### src/rtl/ip_tx_arbiter_if.sv
// Signal bundle between ip_tx_arbiter, its two requesters and the packet transmitter.
// The slave modport is the arbiter's view; master is the surrounding environment.
interface ip_tx_arbiter_if #(
  parameter int COUNT_WIDTH = 16
);
  logic                   req0_valid;
  logic                   req1_valid;
  logic [31:0]            req0_ip_address;
  logic [31:0]            req1_ip_address;
  logic [47:0]            req0_mac_address;
  logic [47:0]            req1_mac_address;
  logic [9:0]             req0_message;
  logic [9:0]             req1_message;
  logic                   req0_ready;
  logic                   req1_ready;
  logic                   req0_done;
  logic                   req1_done;
  logic [31:0]            recipient_ip_address;
  logic [47:0]            recipient_mac_address;
  logic [9:0]             recipient_message;
  logic                   start_ip_txn;
  logic                   ready_for_send;
  logic                   busy;
  logic [COUNT_WIDTH-1:0] tx_count;
  logic                   txn_error;

  modport slave (
    input  req0_valid, req1_valid,
    input  req0_ip_address, req1_ip_address,
    input  req0_mac_address, req1_mac_address,
    input  req0_message, req1_message,
    input  ready_for_send,
    output req0_ready, req1_ready, req0_done, req1_done,
    output recipient_ip_address, recipient_mac_address, recipient_message,
    output start_ip_txn, busy, tx_count, txn_error
  );

  modport master (
    output req0_valid, req1_valid,
    output req0_ip_address, req1_ip_address,
    output req0_mac_address, req1_mac_address,
    output req0_message, req1_message,
    output ready_for_send,
    input  req0_ready, req1_ready, req0_done, req1_done,
    input  recipient_ip_address, recipient_mac_address, recipient_message,
    input  start_ip_txn, busy, tx_count, txn_error
  );
endinterface

### src/rtl/ip_tx_arbiter.sv
// Round-robin arbiter feeding one packet transmitter from two requesters,
// with a start-timeout watchdog and a completed-packet counter.
module ip_tx_arbiter #(
  parameter int START_TIMEOUT = 8,
  parameter int COUNT_WIDTH   = 16
) (
  input logic            aclk_i,
  input logic            areset_i,
  ip_tx_arbiter_if.slave bus
);

  localparam logic [1:0] IDLE      = 2'd0;
  localparam logic [1:0] LAUNCH    = 2'd1;
  localparam logic [1:0] WAIT_BUSY = 2'd2;
  localparam logic [1:0] WAIT_DONE = 2'd3;

  localparam int               TMO_W    = (START_TIMEOUT > 1) ? $clog2(START_TIMEOUT) : 1;
  localparam logic [TMO_W-1:0] TMO_LAST = TMO_W'(START_TIMEOUT - 1);

  logic [1:0]             state_q, state_d;
  logic                   last_q, last_d;
  logic                   owner_q, owner_d;
  logic [TMO_W-1:0]       tmo_q, tmo_d;
  logic [31:0]            ip_q, ip_d;
  logic [47:0]            mac_q, mac_d;
  logic [9:0]             msg_q, msg_d;
  logic                   done0_q, done0_d;
  logic                   done1_q, done1_d;
  logic [COUNT_WIDTH-1:0] count_q, count_d;
  logic                   err_q, err_d;
  logic                   grant;
  logic                   sel;

  // On a tie the requester that did not win last time is chosen; reset is
  // masked here so no accept can leak through a reset cycle.
  always_comb begin
    sel   = (bus.req0_valid && bus.req1_valid) ? ~last_q : bus.req1_valid;
    grant = !areset_i && (state_q == IDLE) && bus.ready_for_send &&
            (bus.req0_valid || bus.req1_valid);
  end

  assign bus.req0_ready = grant & ~sel;
  assign bus.req1_ready = grant &  sel;

  always_comb begin
    state_d = state_q;
    last_d  = last_q;
    owner_d = owner_q;
    tmo_d   = tmo_q;
    ip_d    = ip_q;
    mac_d   = mac_q;
    msg_d   = msg_q;
    count_d = count_q;
    err_d   = err_q;
    done0_d = 1'b0;
    done1_d = 1'b0;
    case (state_q)
      IDLE: begin
        if (grant) begin
          state_d = LAUNCH;
          last_d  = sel;
          owner_d = sel;
          ip_d    = sel ? bus.req1_ip_address  : bus.req0_ip_address;
          mac_d   = sel ? bus.req1_mac_address : bus.req0_mac_address;
          msg_d   = sel ? bus.req1_message     : bus.req0_message;
        end
      end
      LAUNCH: begin
        tmo_d   = '0;
        state_d = WAIT_BUSY;
      end
      WAIT_BUSY: begin
        if (!bus.ready_for_send) begin
          state_d = WAIT_DONE;
        end else if (tmo_q == TMO_LAST) begin
          err_d   = 1'b1;
          state_d = IDLE;
        end else begin
          tmo_d = tmo_q + TMO_W'(1);
        end
      end
      WAIT_DONE: begin
        if (bus.ready_for_send) begin
          done0_d = ~owner_q;
          done1_d = owner_q;
          count_d = count_q + COUNT_WIDTH'(1);
          state_d = IDLE;
        end
      end
      default: state_d = IDLE;
    endcase
  end

  always_ff @(posedge aclk_i) begin
    if (areset_i) begin
      state_q <= IDLE;
      last_q  <= 1'b1;
      owner_q <= 1'b0;
      tmo_q   <= '0;
      ip_q    <= '0;
      mac_q   <= '0;
      msg_q   <= '0;
      done0_q <= 1'b0;
      done1_q <= 1'b0;
      count_q <= '0;
      err_q   <= 1'b0;
    end else begin
      state_q <= state_d;
      last_q  <= last_d;
      owner_q <= owner_d;
      tmo_q   <= tmo_d;
      ip_q    <= ip_d;
      mac_q   <= mac_d;
      msg_q   <= msg_d;
      done0_q <= done0_d;
      done1_q <= done1_d;
      count_q <= count_d;
      err_q   <= err_d;
    end
  end

  assign bus.req0_done             = done0_q;
  assign bus.req1_done             = done1_q;
  assign bus.recipient_ip_address  = ip_q;
  assign bus.recipient_mac_address = mac_q;
  assign bus.recipient_message     = msg_q;
  assign bus.start_ip_txn          = (state_q == LAUNCH);
  assign bus.busy                  = (state_q != IDLE);
  assign bus.tx_count              = count_q;
  assign bus.txn_error             = err_q;

endmodule

### src/flat_wrapper.sv
// flat-port wrapper written by rule: the top's interface ports become plain ports
module ip_tx_arbiter_flat 
#(
  parameter int START_TIMEOUT = 8,
  parameter int COUNT_WIDTH   = 16
)
  (aclk_i, areset_i, bus_req0_valid, bus_req1_valid, bus_req0_ip_address, bus_req1_ip_address, bus_req0_mac_address, bus_req1_mac_address, bus_req0_message, bus_req1_message, bus_ready_for_send, bus_req0_ready, bus_req1_ready, bus_req0_done, bus_req1_done, bus_recipient_ip_address, bus_recipient_mac_address, bus_recipient_message, bus_start_ip_txn, bus_busy, bus_tx_count, bus_txn_error);
  ip_tx_arbiter_if #(.COUNT_WIDTH(COUNT_WIDTH)) bus_i ();
  input logic aclk_i;
  input logic areset_i;
  input wire logic [$bits(bus_i.req0_valid)-1:0] bus_req0_valid;
  input wire logic [$bits(bus_i.req1_valid)-1:0] bus_req1_valid;
  input wire logic [$bits(bus_i.req0_ip_address)-1:0] bus_req0_ip_address;
  input wire logic [$bits(bus_i.req1_ip_address)-1:0] bus_req1_ip_address;
  input wire logic [$bits(bus_i.req0_mac_address)-1:0] bus_req0_mac_address;
  input wire logic [$bits(bus_i.req1_mac_address)-1:0] bus_req1_mac_address;
  input wire logic [$bits(bus_i.req0_message)-1:0] bus_req0_message;
  input wire logic [$bits(bus_i.req1_message)-1:0] bus_req1_message;
  input wire logic [$bits(bus_i.ready_for_send)-1:0] bus_ready_for_send;
  output wire logic [$bits(bus_i.req0_ready)-1:0] bus_req0_ready;
  output wire logic [$bits(bus_i.req1_ready)-1:0] bus_req1_ready;
  output wire logic [$bits(bus_i.req0_done)-1:0] bus_req0_done;
  output wire logic [$bits(bus_i.req1_done)-1:0] bus_req1_done;
  output wire logic [$bits(bus_i.recipient_ip_address)-1:0] bus_recipient_ip_address;
  output wire logic [$bits(bus_i.recipient_mac_address)-1:0] bus_recipient_mac_address;
  output wire logic [$bits(bus_i.recipient_message)-1:0] bus_recipient_message;
  output wire logic [$bits(bus_i.start_ip_txn)-1:0] bus_start_ip_txn;
  output wire logic [$bits(bus_i.busy)-1:0] bus_busy;
  output wire logic [$bits(bus_i.tx_count)-1:0] bus_tx_count;
  output wire logic [$bits(bus_i.txn_error)-1:0] bus_txn_error;
  assign bus_i.req0_valid = bus_req0_valid;
  assign bus_i.req1_valid = bus_req1_valid;
  assign bus_i.req0_ip_address = bus_req0_ip_address;
  assign bus_i.req1_ip_address = bus_req1_ip_address;
  assign bus_i.req0_mac_address = bus_req0_mac_address;
  assign bus_i.req1_mac_address = bus_req1_mac_address;
  assign bus_i.req0_message = bus_req0_message;
  assign bus_i.req1_message = bus_req1_message;
  assign bus_i.ready_for_send = bus_ready_for_send;
  assign bus_req0_ready = bus_i.req0_ready;
  assign bus_req1_ready = bus_i.req1_ready;
  assign bus_req0_done = bus_i.req0_done;
  assign bus_req1_done = bus_i.req1_done;
  assign bus_recipient_ip_address = bus_i.recipient_ip_address;
  assign bus_recipient_mac_address = bus_i.recipient_mac_address;
  assign bus_recipient_message = bus_i.recipient_message;
  assign bus_start_ip_txn = bus_i.start_ip_txn;
  assign bus_busy = bus_i.busy;
  assign bus_tx_count = bus_i.tx_count;
  assign bus_txn_error = bus_i.txn_error;
  ip_tx_arbiter #(.START_TIMEOUT(START_TIMEOUT), .COUNT_WIDTH(COUNT_WIDTH)) u_core (.aclk_i(aclk_i), .areset_i(areset_i), .bus(bus_i));
endmodule
### config.mk
export PLATFORM = sky130hd
export DESIGN_NAME = ip_tx_arbiter_flat
export DESIGN_NICKNAME = d
export VERILOG_FILES = /design/src/rtl/ip_tx_arbiter_if.sv /design/src/rtl/ip_tx_arbiter.sv /design/src/flat_wrapper.sv
export SDC_FILE = /design/constraint.sdc
export NUM_CORES = 1
export LEC_CHECK = 0
export CORE_MARGIN = 1
export CORE_UTILIZATION = 35
export CTS_CLUSTER_DIAMETER = 40
export DETAILED_ROUTE_END_ITERATION = 10
export HOLD_SLACK_MARGIN = 0.1
export PLACE_DENSITY = 0.75
export SLEW_MARGIN = 10
export SYNTH_ARGS = -nofsm -noshare
export SYNTH_HDL_FRONTEND = slang
export SYNTH_SLANG_ARGS = --single-unit
### constraint.sdc
create_clock -name aclk_i -period 3.31 [get_ports aclk_i]
set_clock_uncertainty 0.2 [all_clocks]
set_input_delay 0.662 -clock aclk_i [delete_from_list [all_inputs] [get_ports aclk_i]]
set_output_delay 0.662 -clock aclk_i [all_outputs]
set_load 0.005 [all_outputs]
-- Word-level counts from Yosys, hierarchy flattened
Index checks and enable logic that the tools add are counted.
- bits in registers: 116
- output and inout port bits: 113
- eq/ne operators: 9
- $add $sub $neg: 2
- muxes and demuxes: 12
- bitwise operators: 7
- reductions and logical operators: 15
- operators by type and width (operator ; count):
    $mux 48 ; 1
    $mux 32 ; 1
    $add 16x1->16 const B ; 1
    $mux 10 ; 1
    $reduce_and 3->1 ; 3
    $mux 2 ; 4
    $pmux 2 s4 ; 1
    $mux 3 ; 2
    $ne 2x2->1 const B ; 3
    $pmux 3 s2 ; 1
    $not 1->1 ; 5
    $eq 2x2->1 const B ; 2
    $logic_and 1x1->1 ; 4
    $reduce_and 2->1 ; 2
    $reduce_bool 2->1 ; 2
    $add 3x1->3 const B ; 1
    $eq 3x3->1 const B ; 1
    $ne 3x2->1 const B ; 1
    $reduce_or 3->1 ; 1
    $and 1x1->1 ; 2
    $eq 2x1->1 const B ; 1
    $logic_not 2->1 ; 1
    $ne 2x1->1 const B ; 1
    $logic_not 1->1 ; 1
    other kinds (2) ; 2

-- Logic depth before layout (Yosys ltp)
Gate-level depths: netlist of the first run.
- depth after elaboration: 6
- depth in mapped cells: 8
- mapped depth without buffers: 6

-- Least setup slack after synthesis of the first run
No wires, ideal clock.
- path type: input to output
- from: input areset_i
- to: output bus_req1_ready
- cell stages on the path: 7
- buffers on the path: 3
- arrival time: 1.731 ns
- slack: 0.717 ns
- cells stage by stage: clkbuf_1 nor4b_1 o21a_1 buf_6 buf_4 nand2_1 inv_1
- longest elaborated chain between the ends: 5
- ends and longest elaborated chain (element ; line ; text):
    start, declared ; flat_wrapper.sv:10 ; input logic areset_i;
    $logic_not 1->1 ; ip_tx_arbiter.sv:38 ; grant = !areset_i && (state_q == IDLE) && bus.ready_for_send &&
    $logic_and 1x1->1 (3 in series) ; ip_tx_arbiter.sv:38 ;
    $and 1x1->1 ; ip_tx_arbiter.sv:43 ; assign bus.req1_ready = grant & sel;
    end, declared ; flat_wrapper.sv:21 ; output wire logic [$bits(bus_i.req1_ready)-1:0] bus_req1_ready;
Every way passes these cells.

-- Worst setup path after layout of the first run
- from: input bus_ready_for_send
- to: output bus_req1_ready
- longest elaborated chain between the ends: 3
- ends and longest elaborated chain (element ; line ; text):
    start, declared ; flat_wrapper.sv:19 ; input wire logic [$bits(bus_i.ready_for_send)-1:0] bus_ready_for_send;
    $logic_and 1x1->1 (2 in series) ; ip_tx_arbiter.sv:38 ;
    $and 1x1->1 ; ip_tx_arbiter.sv:43 ;
Every way passes these cells.

==> impl_metrics.py, run 1 <==
metrics = {
    "synthesis": {
        "synthMuxAreaShare": 0.176,
        "synth-xor-area-share": 0.0169,
        "synth_most_common_cell": "dfxtp_1",
        "synth_compound_area_frac": 0.160,
        "netlist_area_sq_um": 5180,
        "ys_seq_area_frac": 0.448,
        "syn-instance-count": 534,
        "synthArstFlopShare": 0,
        "synth_edf_count": 0,
        "synth_top_area_cell": "dfxtp_1",
        "yosys.area_share.simple": 0.128,
        "yosys_register_bits": 116,
        "ys_top_cells_by_count": "dfxtp_1, nor2_1, mux2i_1",
        "synth_area_leaders": "dfxtp_1, mux2i_1, a211oi_1",
        "synth_adder_area_share": 0.00724,
        "synth_area_per_cell_sq_um": 9.71,
        "synth_top_family_by_area": "multiplexers",
        "synth_top_area_frac": 0.448,
        "synth_flop_cell": "dfxtp_1",
        "ys_warn_count": 0,
        "synth_cell_types": 40,
        "synth_nets": 722,
    },
    "clocking": {
        "cts_buffers": 17,
        "cts-root-buf": "clkbuf_16",
        "cts_sinks": 116,
        "cts-htree-levels": 4,
        "clk_latency_ns": 0.40,
        "cts_setup_buffers": 0,
        "cts_tree": "yes",
        "clockBufferDepth": 2,
        "path_clk_slew_ns": 0.05,
    },
    "detailed_routing": {
        "drc": 0,
        "drt-initial-drc-count": 163,
        "vias": 4943,
        "vias_per_cell": 4.91,
        "antenna_left": 0,
        "wl_um": 16100,
        "dr.pass1.iters": 4,
        "routedWlPerCell_um": 16.0,
    },
    "sta": {
        "hold_ws_ns": 0.258,
        "fin_tns_setup_ns": 0,
        "drv_slew": 0,
        "tightestPinTransition_ns": 0.833,
        "rsz0062_at_grt": "no",
        "final-hold-violation-count": 0,
        "fin_crit_sh": 0.957,
        "fmax_mhz": 316,
        "setup_slack_ns": 0.142,
        "finalCriticalPeriod_ns": 3.17,
        "setup_viol": 0,
        "slew_headroom": 0.445,
    },
    "die": {
        "io_pins": 298,
        "die_h_um": 124,
        "fp.dieW_um": 124,
        "start_util": 0.358,
        "fp-row-count": 44,
        "core_area_sq_um": 14500,
        "dieArea_sq_um": 15300,
    },
    "finish": {
        "diodes": 0,
        "syn2layout_area_growth_pct": 70.7,
        "nets": 997,
        "final_layout_size_suffix_gt1_frac": 0.0596,
    },
    "critical_path": {
        "worstSetupPathType": "in -> out",
        "end_kind": "output port",
        "startpoint_type": "input pin",
        "r2r_slack_ns": 0.99,
        "critPathMaxFanout": 2,
        "critical_path_arrival_ns": 2.31,
        "crit_required_ns": 2.45,
    },
    "placement": {
        "preCtsSetupSlack_ns": -0.0259,
        "port_buffers": 297,
        "dp_hpwl_um": 11900,
        "place.gp.congestion": 0.782,
    },
    "pwr": {
        "fin_total_pwr_mw": 4.35,
        "leakage_nw": 3.19,
        "power_density_nw_per_um2": 491,
        "ir_drop_mv": 0.340,
    },
    "grt": {
        "overflow": 0,
        "grt_max_degree": 181,
        "antenna_found_initial": 0,
        "grt_usage": 0.201,
        "grt_pass1_vias": 4724,
        "grt_pass1_wl_um": 23300,
    },
    "min_path": {
        "hp-class": "reg -> reg",
    },
    "outcome": {
        "status": "complete, no violations",
    },
    "run": {
        "timing.max_cap.violations": 0,
    },
}
[power breakdown]
group	leakage (nW)	internal [mW]	total [mW]	switching, mW
Sequential	0.948	1.48	1.53	0.0479
Combinational	1.91	0.458	0.732	0.275
Clock	0.334	1.47	2.08	0.619
[area by class of cell]
cell class	count	area, sq um
fillers	1201	5630
clock buffers	22	474
repair buffers	304	3050
multi-input cells	365	2560
well taps	184	230
flip-flops and latches	116	2320
inverters	5	18.8
clock inverters	10	200
[final timing paths]
path | start | end | cells after the start
worst max register to register | u_core.state_q[1] | u_core.bus.recipient_mac_address[8] | 5
worst max-delay path | bus_ready_for_send | bus_req1_ready | 6
worst min-delay path | u_core.owner_q | u_core.bus.req0_done | 1
worst min register to register | u_core.owner_q | u_core.bus.req0_done | 1
[per-layer routing]
layer  wire [um]  GRT usage
met1        6180      0.214
met2        8040      0.347
met3        1590     0.0975
met4         256     0.0655
met5           0          0
[worst max-delay path: stages]
cell and delay (ns):
clkdlybuf4s50_1 0.50, nor4b_2 0.29, o21a_4 0.20, nand2_1 0.08
inv_1 0.08, clkdlybuf4s50_1 0.50
[per-stage QoR]
stage | area, sq um | std cells | utilization
2_1_floorplan | 5180 | 534 | -
3_3_place_gp | 8170 | 974 | 0.564
3_5_place_dp | 8170 | 974 | 0.564
4_1_cts | 8850 | 1006 | 0.611
5_1_grt | 8850 | 1006 | 0.611
6_report | 8850 | 1006 | 0.611
[kinds of logic after synthesis]
group,Yosys count
AO/OA/AOI/OAI,112
XOR/XNOR,10
adder cells (fa/ha/maj),3
buffers and inverters,53
flip-flops,116
multiplexers,91
AND/OR/NAND/NOR,149
[layout by cell type (no fill, tap or decap), types with 5 or more instances in the layout]
cell and count:
xor2_1 6, clkbuf_16 17, buf_4 6, inv_1 5, mux2i_1 91, a211oi_2 5
nor2_1 104, nand3_1 8, clkdlybuf4s50_1 296, a211oi_1 85, nand2_1 9, bufinv_16 6
a21oi_1 11, dfxtp_1 116
[repair_timing]
| item | 4_1_cts | 5_1_grt |
|---|---|---|
| setup endpoints to repair | 2 | 0 |
| hold buffers | 0 | 0 |
| resized for setup | 1 | 0 |
[flip-flops by register name, summed over array words and instances, names as in the netlist, 2 cells and up]
name                              cells
u_core.bus.recipient_message         10
u_core.bus.tx_count                  16
u_core.bus.recipient_mac_address     48
u_core.tmo_q                          3
u_core.state_q                        2
u_core.bus.recipient_ip_address      32
Note: power is estimated with default switching activity, not from simulation.
==> inputs of run 2 (changes only) <==
--- a/config.mk
+++ b/config.mk
@@ -7,2 +7,3 @@
 export LEC_CHECK = 0
+export CAP_MARGIN = 20
 export CORE_MARGIN = 1
==> constraint.sdc (replaced) <==
create_clock -name aclk_i -period 3.04 [get_ports aclk_i]
set_clock_uncertainty 0.2 [all_clocks]
set_input_delay 0.608 -clock aclk_i [delete_from_list [all_inputs] [get_ports aclk_i]]
set_output_delay 0.608 -clock aclk_i [all_outputs]
set_load 0.02 [all_outputs]
==> impl_metrics.py, run 2 (synthesis gave the netlist of run 1 again) <==
metrics = {
    "placement": {
        "dp_hpwl_um": 12200,
        "place.gp.congestion": 0.793,
        "place_inst": 982,
        "port_buffers": 297,
        "preCtsSetupSlack_ns": -0.191,
        "dpl_cell_area_sq_um": 8230,
    },
    "finish": {
        "stdcell_count": 1013,
        "final_area_sq_um": 8770,
        "most-common-layout-cells": "clkdlybuf4s50_1, dfxtp_1, nor2_1, mux2i_1, a211oi_1",
        "largest_reg_flops": 48,
        "regArea_sq_um": 2320,
        "nets": 1005,
        "diodes": 0,
        "final_layout_size_suffix_gt1_frac": 0.0663,
        "multiInputGateArea_sq_um": 2560,
        "fin_util": 0.606,
        "fillers": 1241,
        "syn2layout_area_growth_pct": 69.1,
        "final_common_cell": "clkdlybuf4s50_1",
    },
    "grt": {
        "grt_max_degree": 121,
        "grt_pass1_vias": 4800,
        "grt_pass1_wl_um": 23900,
        "antenna_found_initial": 0,
        "grt_usage": 0.207,
        "overflow": 0,
    },
    "clocking": {
        "path_clk_slew_ns": 0.05,
        "cts_sinks": 116,
        "clk_latency_ns": 0.40,
        "cts-root-buf": "clkbuf_16",
        "cts_buffers": 17,
        "clockBufferDepth": 2,
        "cts_tree": "yes",
        "cts_setup_buffers": 0,
        "cts-htree-levels": 4,
        "ctsHoldBuffers": 0,
    },
    "sta": {
        "tightestPinTransition_ns": 0.809,
        "final-hold-violation-count": 0,
        "fin_crit_sh": 0.947,
        "fmax_mhz": 347,
        "setup_slack_ns": 0.162,
        "finalCriticalPeriod_ns": 2.88,
        "rsz0062_at_grt": "no",
        "drv_slew": 0,
        "slew_headroom": 0.461,
        "setup_viol": 0,
    },
    "critical_path": {
        "crit_chain": "clkdlybuf4s50_1 > nor4b_2 > buf_4 > o21a_4 > nand2_1 > inv_1 > dlygate4sd2_1",
        "end_kind": "output port",
        "cp_num_buf_inv": 4,
        "critPathMaxFanout": 2,
        "crit_required_ns": 2.23,
        "startpoint_type": "input pin",
        "path_delay_family": "buffers and inverters",
        "worstSetupPathType": "in -> out",
        "critPathSlowestCell": "clkdlybuf4s50_1",
        "slowest_delay_ns": 0.49,
        "critical_path_arrival_ns": 2.07,
    },
    "detailed_routing": {
        "drt-initial-drc-count": 205,
        "dr.pass1.iters": 4,
        "antenna_left": 0,
        "drc": 0,
        "vias": 4973,
        "routedWlPerCell_um": 15.9,
        "wl_um": 16100,
        "vias_per_cell": 4.91,
    },
    "pwr": {
        "leakage_nw": 3.16,
        "power_density_nw_per_um2": 500,
        "ir_drop_mv": 0.365,
    },
    "run": {
        "timing.max_cap.violations": 0,
    },
    "die": {
        "dieArea_sq_um": 15300,
        "io_pins": 298,
        "core_area_sq_um": 14500,
        "fp.dieW_um": 124,
        "die_h_um": 124,
        "start_util": 0.358,
        "fp-row-count": 44,
    },
    "outcome": {
        "status": "complete, no violations",
    },
    "min_path": {
        "hp-class": "reg -> reg",
    },
}
==> run 2: routing by layer <==
metal / vias up / share of wire / track usage
li1: 2507 / - / -
met5: - / 0 / 0
met1: 2276 / 0.38 / 0.221
met2: 170 / 0.51 / 0.362
met4: 0 / 0.017 / 0.0813
met3: 20 / 0.088 / 0.0833
==> run 2: worst register-to-register path, stage by stage (launching register included) <==
cell	delay (ns)
dfxtp_1	0.40
nor4b_2	0.29
buf_4	0.16
o21a_4	0.12
buf_4	0.12
buf_4	0.47
nor2_1	0.11
a211oi_1	0.23
==> run 2: area by class of cell <==
cell class              instances  area share
clock buffers                  21      0.0514
clock inverters                10     0.00970
inverters                       5     0.00214
multi-input cells             365       0.292
flip-flops and latches        116       0.265
well taps                     184      0.0263
repair buffers                312       0.354
==> run 2: repair_timing <==
item	in CTS	in global routing
endpoints found under the setup margin	2	2
hold endpoints to repair	0	0
cloned	0	0
gates resized for setup	2	1
==> run 2: final timing paths <==
check,startpoint,to,slack [ns],cells after the start
hold / removal,u_core.owner_q,u_core.bus.req0_done,0.26,1
setup / recovery,bus_ready_for_send,bus_req1_ready,0.16,7
setup reg to reg,u_core.state_q[0],u_core.bus.recipient_mac_address[16],0.84,7
hold reg to reg,u_core.owner_q,u_core.bus.req0_done,0.26,1
==> run 2: where the power goes <==
part	internal (mW)	switching (mW)	leakage, nW	total, mW
Combinational	0.505	0.405	1.96	0.910
Clock	1.13	0.675	0.254	1.81
Sequential	1.61	0.0508	0.948	1.67
==> run 2: per-stage QoR <==
step,TNS [ns],hold slack [ns],total power [mW]
2_1_floorplan,0,0.215,2.13
3_3_place_gp,-0.150,0.237,2.59
3_5_place_dp,-0.350,0.253,2.61
4_1_cts,0,0.259,4.43
5_1_grt,0,0.290,4.56
6_report,0,0.256,4.38
==> inputs of run 3 (changes only) <==
- CELL_PAD_IN_SITES_DETAIL_PLACEMENT: unset -> 1
- CELL_PAD_IN_SITES_GLOBAL_PLACEMENT: unset -> 1
- CORE_UTILIZATION: 35 -> 27
- PLACE_DENSITY: 0.75 -> unset
- PLACE_DENSITY_LB_ADDON: unset -> 0.1
==> impl_metrics.py, run 3 (synthesis gave the netlist of run 1 again) <==
metrics = {
    "die": {
        "core_area_sq_um": 18800,
        "start_util": 0.276,
        "dieArea_sq_um": 19800,
        "fp-row-count": 50,
        "io_pins": 298,
        "fp.dieW_um": 141,
        "die_h_um": 141,
    },
    "detailed_routing": {
        "vias_per_cell": 4.75,
        "routedWlPerCell_um": 16.6,
        "wl_um": 17600,
        "drt-initial-drc-count": 163,
        "vias": 5037,
        "drc": 0,
        "antenna_left": 0,
        "dr.pass1.iters": 4,
    },
    "sta": {
        "drv_slew": 0,
        "final-hold-violation-count": 0,
        "hold_ws_ns": 0.268,
        "setup_slack_ns": 0.166,
        "finalCriticalPeriod_ns": 2.87,
        "setup_viol": 0,
        "tightestPinTransition_ns": 0.790,
        "fmax_mhz": 348,
        "fin_tns_setup_ns": 0,
        "rsz0062_at_grt": "no",
        "slew_headroom": 0.473,
        "fin_crit_sh": 0.946,
    },
    "clocking": {
        "cts_buffers": 17,
        "cts_sinks": 116,
        "clk_latency_ns": 0.41,
        "cts-root-buf": "clkbuf_16",
        "path_clk_slew_ns": 0.05,
        "cts_tree": "yes",
        "clockBufferDepth": 2,
        "cts-htree-levels": 4,
    },
    "grt": {
        "overflow": 0,
        "grt-busiest-layer": "met2",
        "grt_pass1_wl_um": 27500,
        "grt_pass1_vias": 5401,
        "grt.met1_usage": 0.178,
        "antenna_found_initial": 0,
        "grt_usage": 0.181,
        "grt_use_met3": 0.0707,
        "use_met2": 0.344,
        "grt_max_degree": 178,
    },
    "critical_path": {
        "cp_num_buf_inv": 4,
        "slowest_delay_ns": 0.49,
        "crit_chain": "clkdlybuf4s50_1 > nor4b_2 > buf_4 > o21a_4 > nand2_1 > inv_1 > dlygate4sd2_1",
        "worstSetupPathType": "in -> out",
        "r2r-end": "u_core.bus.recipient_mac_address[17]",
        "r2r_slack_ns": 0.64,
        "cp.depth": 7,
        "startpoint": "bus_ready_for_send",
        "cp-endpoint": "bus_req1_ready",
        "r2r_cells": 7,
        "critPathMaxFanout": 2,
        "end_kind": "output port",
        "path_delay_family": "buffers and inverters",
        "critical_path_arrival_ns": 2.07,
        "startpoint_type": "input pin",
        "crit_required_ns": 2.23,
        "critPathSlowestCell": "clkdlybuf4s50_1",
        "crit-reg2reg-launch": "u_core.state_q[0]",
    },
    "finish": {
        "syn2layout_area_growth_pct": 71.0,
        "final_common_cell": "clkdlybuf4s50_1",
        "diodes": 0,
        "final_layout_size_suffix_gt1_frac": 0.0654,
        "most-common-layout-cells": "clkdlybuf4s50_1, dfxtp_1, nor2_1, mux2i_1, a211oi_1",
        "stdcell_count": 1060,
        "nets": 1001,
        "largest_reg_flops": 48,
    },
    "placement": {
        "place.gp.congestion": 0.737,
        "dp_hpwl_um": 13200,
        "port_buffers": 297,
        "preCtsSetupSlack_ns": -0.229,
        "place_inst": 1028,
    },
    "min_path": {
        "hold_start": "u_core.owner_q",
        "hp-class": "reg -> reg",
    },
    "pwr": {
        "power_density_nw_per_um2": 520,
        "p_switching_mw": 1.19,
        "pwr-share-comb": 0.199,
        "leakage_nw": 3.17,
        "p_sw_frac": 0.258,
        "clock_power_share": 0.440,
        "internal_power_mw": 3.42,
        "seqPwrFrac": 0.361,
        "ir_drop_mv": 0.354,
    },
    "outcome": {
        "status": "complete, no violations",
    },
    "run": {
        "timing.max_cap.violations": 0,
    },
}
==> run 3: layout make-up <==
class                   count  area (sq um)
fillers                  2096          9900
multi-input cells         365          2560
clock buffers              19           443
inverters                   5          18.8
well taps                 234           293
flip-flops and latches    116          2320
repair buffers            308          3080
clock inverters            13           159
==> run 3: timing repair <==
item / in CTS / in global routing
hold buffers: 0 / 0
resized for setup: 3 / 0
setup buffers: 0 / 0
endpoints found under the setup margin: 2 / 0
==> run 3: worst min-delay path by stage <==
stage	endpoint	slack, ns	cells past startpoint
after global routing	u_core.bus.req0_done	0.29	1
final	u_core.bus.req0_done	0.27	1
after detailed placement	u_core.bus.req0_done	0.26	1
after floorplan	u_core.bus.req0_done	0.22	1
after CTS	u_core.bus.req0_done	0.27	1
after global placement	u_core.tmo_q[1]	0.26	2
==> run 3: worst register-to-register path, delay by kind of cell, from the launching register on <==
family / cells / cell delay (ns)
DFF: 1 / 0.41
AOI/OAI and AO/OA: 2 / 0.36
and+or+nand+nor: 2 / 0.60
buffers and inverters: 3 / 0.74
==> run 3: power by group through the flow <==
stage / clock, mW / combinational (mW) / sequential [mW]
final: 2.03 / 0.918 / 1.66
after global routing: 2.14 / 0.987 / 1.68
after CTS: 2.08 / 0.936 / 1.67
after detailed placement: 0 / 0.932 / 1.70
after global placement: 0 / 0.915 / 1.69
after floorplan: 0 / 0.331 / 1.80
==> run 3: layer usage <==
| metal | wire length [um] | share of wire | vias up |
|---|---|---|---|
| met4 | 233 | 0.013 | 0 |
| met3 | 1420 | 0.081 | 16 |
| met2 | 9440 | 0.54 | 160 |
| met1 | 6500 | 0.37 | 2374 |
| met5 | 0 | 0 | - |
| li1 | - | - | 2487 |
==> run 3: through the flow <==
stage / area, sq um / utilization / total power, mW
after floorplan: 5180 / - / 2.13
after global placement: 8260 / 0.440 / 2.60
after detailed placement: 8260 / 0.440 / 2.63
after CTS: 8870 / 0.472 / 4.68
after global routing: 8870 / 0.472 / 4.81
final: 8870 / 0.472 / 4.61
==> edit 1: new RTL, config.mk and constraints of run 3 <==
Take the reset off `ip_q` and load it in a clocked block of its own.
--- a/src/rtl/ip_tx_arbiter.sv
+++ b/src/rtl/ip_tx_arbiter.sv
@@ -99,3 +99,2 @@
       tmo_q   <= '0;
-      ip_q    <= '0;
       mac_q   <= '0;
@@ -111,3 +110,2 @@
       tmo_q   <= tmo_d;
-      ip_q    <= ip_d;
       mac_q   <= mac_d;
@@ -119,2 +117,6 @@
     end
+  end
+
+  always_ff @(posedge aclk_i) begin
+    ip_q <= ip_d;
   end
Function: differs if areset_i is asserted again (counterexample within 4 cycles, from zero or initial values and one cycle with areset_i high); with areset_i held inactive, the same outputs for 10 cycles.
==> edit 1 against run 3 <==
  * The run now ends with DRC left
  * Setup slack worse by 12 ps
  * Sequential cell count unchanged
  * Via count down 7.8%
  * Non-clock buffer count unchanged
  * Wire length shrank 3.4%
  * Cell area decreased by 1.3%
  * Register-to-register slack got worse by 170 ps
  * Area after synthesis fell by 2.4%
  * Power fell by 6.7%
  * Largest power group unchanged
==> edit 1: results (changes against run 3) <==
Cells and area
  • Final std cells w/o fill: 995 (-6.1%)
  • Layout fillers: 2000 (-4.6%)
  • Layout cells sized above 1: 10.4% (+3.9 points)

Drt
  • Detailed router's first-iteration violation count: 170 (+4.3%)
  • First-pass iteration count of the detailed router: 10 (+6)
  • DRC: 12 (+12)

Worst hold path
  • Hold endpoint: u_core.bus.tx_count[15]
  • WHS Path Cells: 2 (+1)
  • Beginning of the worst hold path: u_core.bus.tx_count[15]

Logic synthesis
  • Sequential area share after synthesis: 52.2% (+7.4 points)
  • Synth cell types: 41 (+2.5%)
  • Syn_area_per_cell: 10.9 um2 (+12%)
  • EDFF count, synth: 32 (+32)
  • Post-synthesis mux area share: 18.8% (+1.2 points)
  • Synth Area in Compound Gates: 11.5% (-4.6 points)
  • Post-Synthesis Net Count: 652 (-9.7%)
  • Adder-cell share of the synthesized area: 0.742% (+0.018 points)
  • Synth top area cells: dfxtp_1 (33%), edfxtp_1 (19%), mux2i_1 (12%)

Placed design
  • Post-DP HPWL: 12.9 mm (-2.6%)
  • Place WS: -176 ps (+52.9 ps)
  • Post-DP Area: 8230 um2 (-0.39%)
  • Inst Count DP: 963 (-6.3%)

Timing
  • Slew @ Worst Pin: 946 ps (+156 ps)

Outcome
  • Failing checks: DRC
  • Status: complete, but fails checks

Global routing
  • GRT Overall Usage: 18.0% (-0.082 points)
  • Vias in the first global route: 5001 (-7.4%)

Critical path
  • R2R Setup Slk: 470 ps (-170 ps)
  • Worst stage delay on the critical path: 470 ps (-20 ps)
[edit 1: metrics by stage]
step | utilization, % | total power [mW] | hold slack (ps)
after floorplan | - | 2.11 | 214
after global placement | 45.3 | 2.57 | 260
after detailed placement | 45.3 | 2.58 | 277
after CTS | 48.2 | 4.37 | 289
after global routing | 48.2 | 4.50 | 313
final | 48.2 | 4.30 | 286
[edit 1: power breakdown]
group	internal (mW)	switching [mW]	leakage [nW]
clock network	1.10	0.660	0.255
logic	0.468	0.355	1.86
registers	1.68	0.0394	0.981
[edit 1: cell type report]
cell class,count,area (um2),share of cell area [%]
clock buffer,27,493,5.63
clock inverter,5,27.5,0.315
inverter,8,32.5,0.372
multi-input combinational,302,2210,25.2
sequential,116,2640,30.2
tap,229,287,3.27
timing repair buffer,308,3060,35.0
[edit 1: worst max-delay path by stage]
| stage | from | endpoint | slack (ps) | cells past startpoint |
|---|---|---|---|---|
| 2_1_floorplan | bus_ready_for_send | u_core.bus.recipient_ip_address[0] | 640 | 6 |
| 3_3_place_gp | bus_ready_for_send | bus_req1_ready | -160 | 7 |
| 3_5_place_dp | bus_ready_for_send | bus_req1_ready | -180 | 7 |
| 4_1_cts | bus_ready_for_send | bus_req1_ready | 90 | 7 |
| 5_1_grt | bus_ready_for_send | bus_req1_ready | 6 | 7 |
| 6_report | bus_ready_for_send | bus_req1_ready | 150 | 7 |
[edit 1: per-layer routing]
metal | vias up | share of wire (%) | track usage, % | routed length, um
met4 | 0 | 2.9 | 8.89 | 496
met5 | - | 0 | 0 | 0
li1 | 2272 | - | - | -
met2 | 179 | 51 | 32.1 | 8710
met3 | 31 | 8.7 | 7.53 | 1480
met1 | 2161 | 37 | 18.1 | 6310
[edit 1: what timing repair did]
item | CTS | global route
resized for setup | 1 | 1
hold buffers | 0 | 0
endpoints found under the setup margin | 1 | 1
==> edit 2: new RTL, flow settings as in run 3 <==
Without the edit above. `START_TIMEOUT` is set to 8 in 2 places; all go to 4.
--- a/src/rtl/ip_tx_arbiter.sv
+++ b/src/rtl/ip_tx_arbiter.sv
@@ -3,3 +3,3 @@
 module ip_tx_arbiter #(
-  parameter int START_TIMEOUT = 8,
+  parameter int START_TIMEOUT = 4,
   parameter int COUNT_WIDTH   = 16
--- a/src/flat_wrapper.sv
+++ b/src/flat_wrapper.sv
@@ -3,3 +3,3 @@
 #(
-  parameter int START_TIMEOUT = 8,
+  parameter int START_TIMEOUT = 4,
   parameter int COUNT_WIDTH   = 16
Behaviour: not the same (Yosys sat finds a counterexample within 10 cycles, from zero or initial values and one cycle with areset_i high).
==> edit 2 against run 3 <==
  * The flow now finishes with violations (DRC)
  * Sequential cell count fell by 1
  * Largest power group unchanged
  * Area after synthesis down 3.0%
  * Highest routed layer unchanged
  * Register-to-register slack worse by 130 ps
  * Via count barely moved
  * Sequential share of layout area barely moved
  * Cell area decreased by 0.83%
  * Hold slack got worse by 18 ps
  * Power down 2.0%
  * Wire length decreased by 0.89%
  * Setup slack got worse by 41 ps
  * First-iteration DRC count decreased by 4.3%
  * Non-clock buffer count grew 2
  * Critical path depth stayed put
  * Largest cell class unchanged
==> edit 2: results (changes against run 3) <==
Drt
  • Detailed router's first-iteration violation count: 156 (-4.3%)
  • DR WL met2: 8.80 mm (-6.7%)
  • DRC: 34 (+34)
  • Drt wl/cell: 16.5 um (-0.61%)
  • Met3 WL: 1.53 mm (+7.3%)
  • Via density per instance: 4.77 (+0.30%)

Timing
  • Tmin final: 2920 ps (+40.9 ps)
  • Hold WS: 250 ps (-18.1 ps)

Logic synthesis
  • Post-Synthesis Net Count: 718 (-0.55%)
  • Sequential area share after synthesis: 45.8% (+0.98 points)
  • Xor/xnor share of the synthesized area: 1.74% (+0.052 points)
  • Synth Area in Compound Gates: 16.6% (+0.59 points)
  • Commonest cells post-synth: dfxtp_1 (115), nor2_1 (105), a211oi_1 (90), mux2i_1 (90), buf_2 (24)
  • Synth cell types: 42 (+5.0%)
  • Post-synthesis mux area share: 17.9% (+0.34 points)

Global routing
  • Met2 GRT Util: 32.9% (-1.6 points)
  • GRT Overall Usage: 18.3% (+0.23 points)
  • First-pass GRT wire length: 27.3 mm (-0.85%)
  • Largest net degree at the start of global routing: 157 (-12%)
  • Met3 Usage GRT: 7.17% (+0.10 points)
  • M1 GR Usage: 19.0% (+1.2 points)
  • Initial antenna violation count: 1 (+1)
  • Vias in the first global route: 5235 (-3.1%)

Cells and area
  • Layout cells sized above 1: 6.05% (-0.49 points)
  • Finished Core Util: 48.6% (+1.4 points)
  • Layout fillers: 2012 (-4.0%)

Outcome
  • Status: complete, but fails checks
  • Failing checks: DRC

Critical path
  • Reg2reg end: u_core.bus.recipient_mac_address[8]
  • R2R Setup Slk: 510 ps (-130 ps)
  • Critical path arrival: 2110 ps (+40 ps)

Placed design
  • Routability cong.: 0.743 (+0.88%)
  • Place WS: -162 ps (+66.9 ps)
  • Post-DP Area: 8210 um2 (-0.59%)

Pwr
  • Power Internal: 3.38 mW (-1.2%)
  • Pleak: 3.12 nW (-1.6%)

CTS
  • CTS resizes: 2 (-1)
[edit 2: area by class of cell]
cell class | count | area share, %
timing repair buffer | 310 | 35.0
multi-input combinational | 365 | 28.7
sequential | 115 | 26.2
clock buffer | 22 | 5.05
tap | 229 | 3.26
clock inverter | 10 | 1.52
inverter | 5 | 0.213
antenna | 1 | 0.0285
[edit 2: worst max-delay path, cell delays in order]
cell and delay (ps):
clkdlybuf4s50_1 470, nor4b_1 260, buf_4 180, o21a_4 120, nand2_1 60, inv_1 90, clkdlybuf4s15_1 320
[edit 2: worst max-delay path by stage]
stage	startpoint	end	depth (start not counted)
finish	bus_ready_for_send	bus_req1_ready	7
global route	bus_ready_for_send	bus_req0_ready	6
CTS	bus_ready_for_send	bus_req1_ready	7
detailed placement	bus_ready_for_send	bus_req1_ready	7
global placement	bus_ready_for_send	bus_req1_ready	7
floorplan	areset_i	bus_req1_ready	7
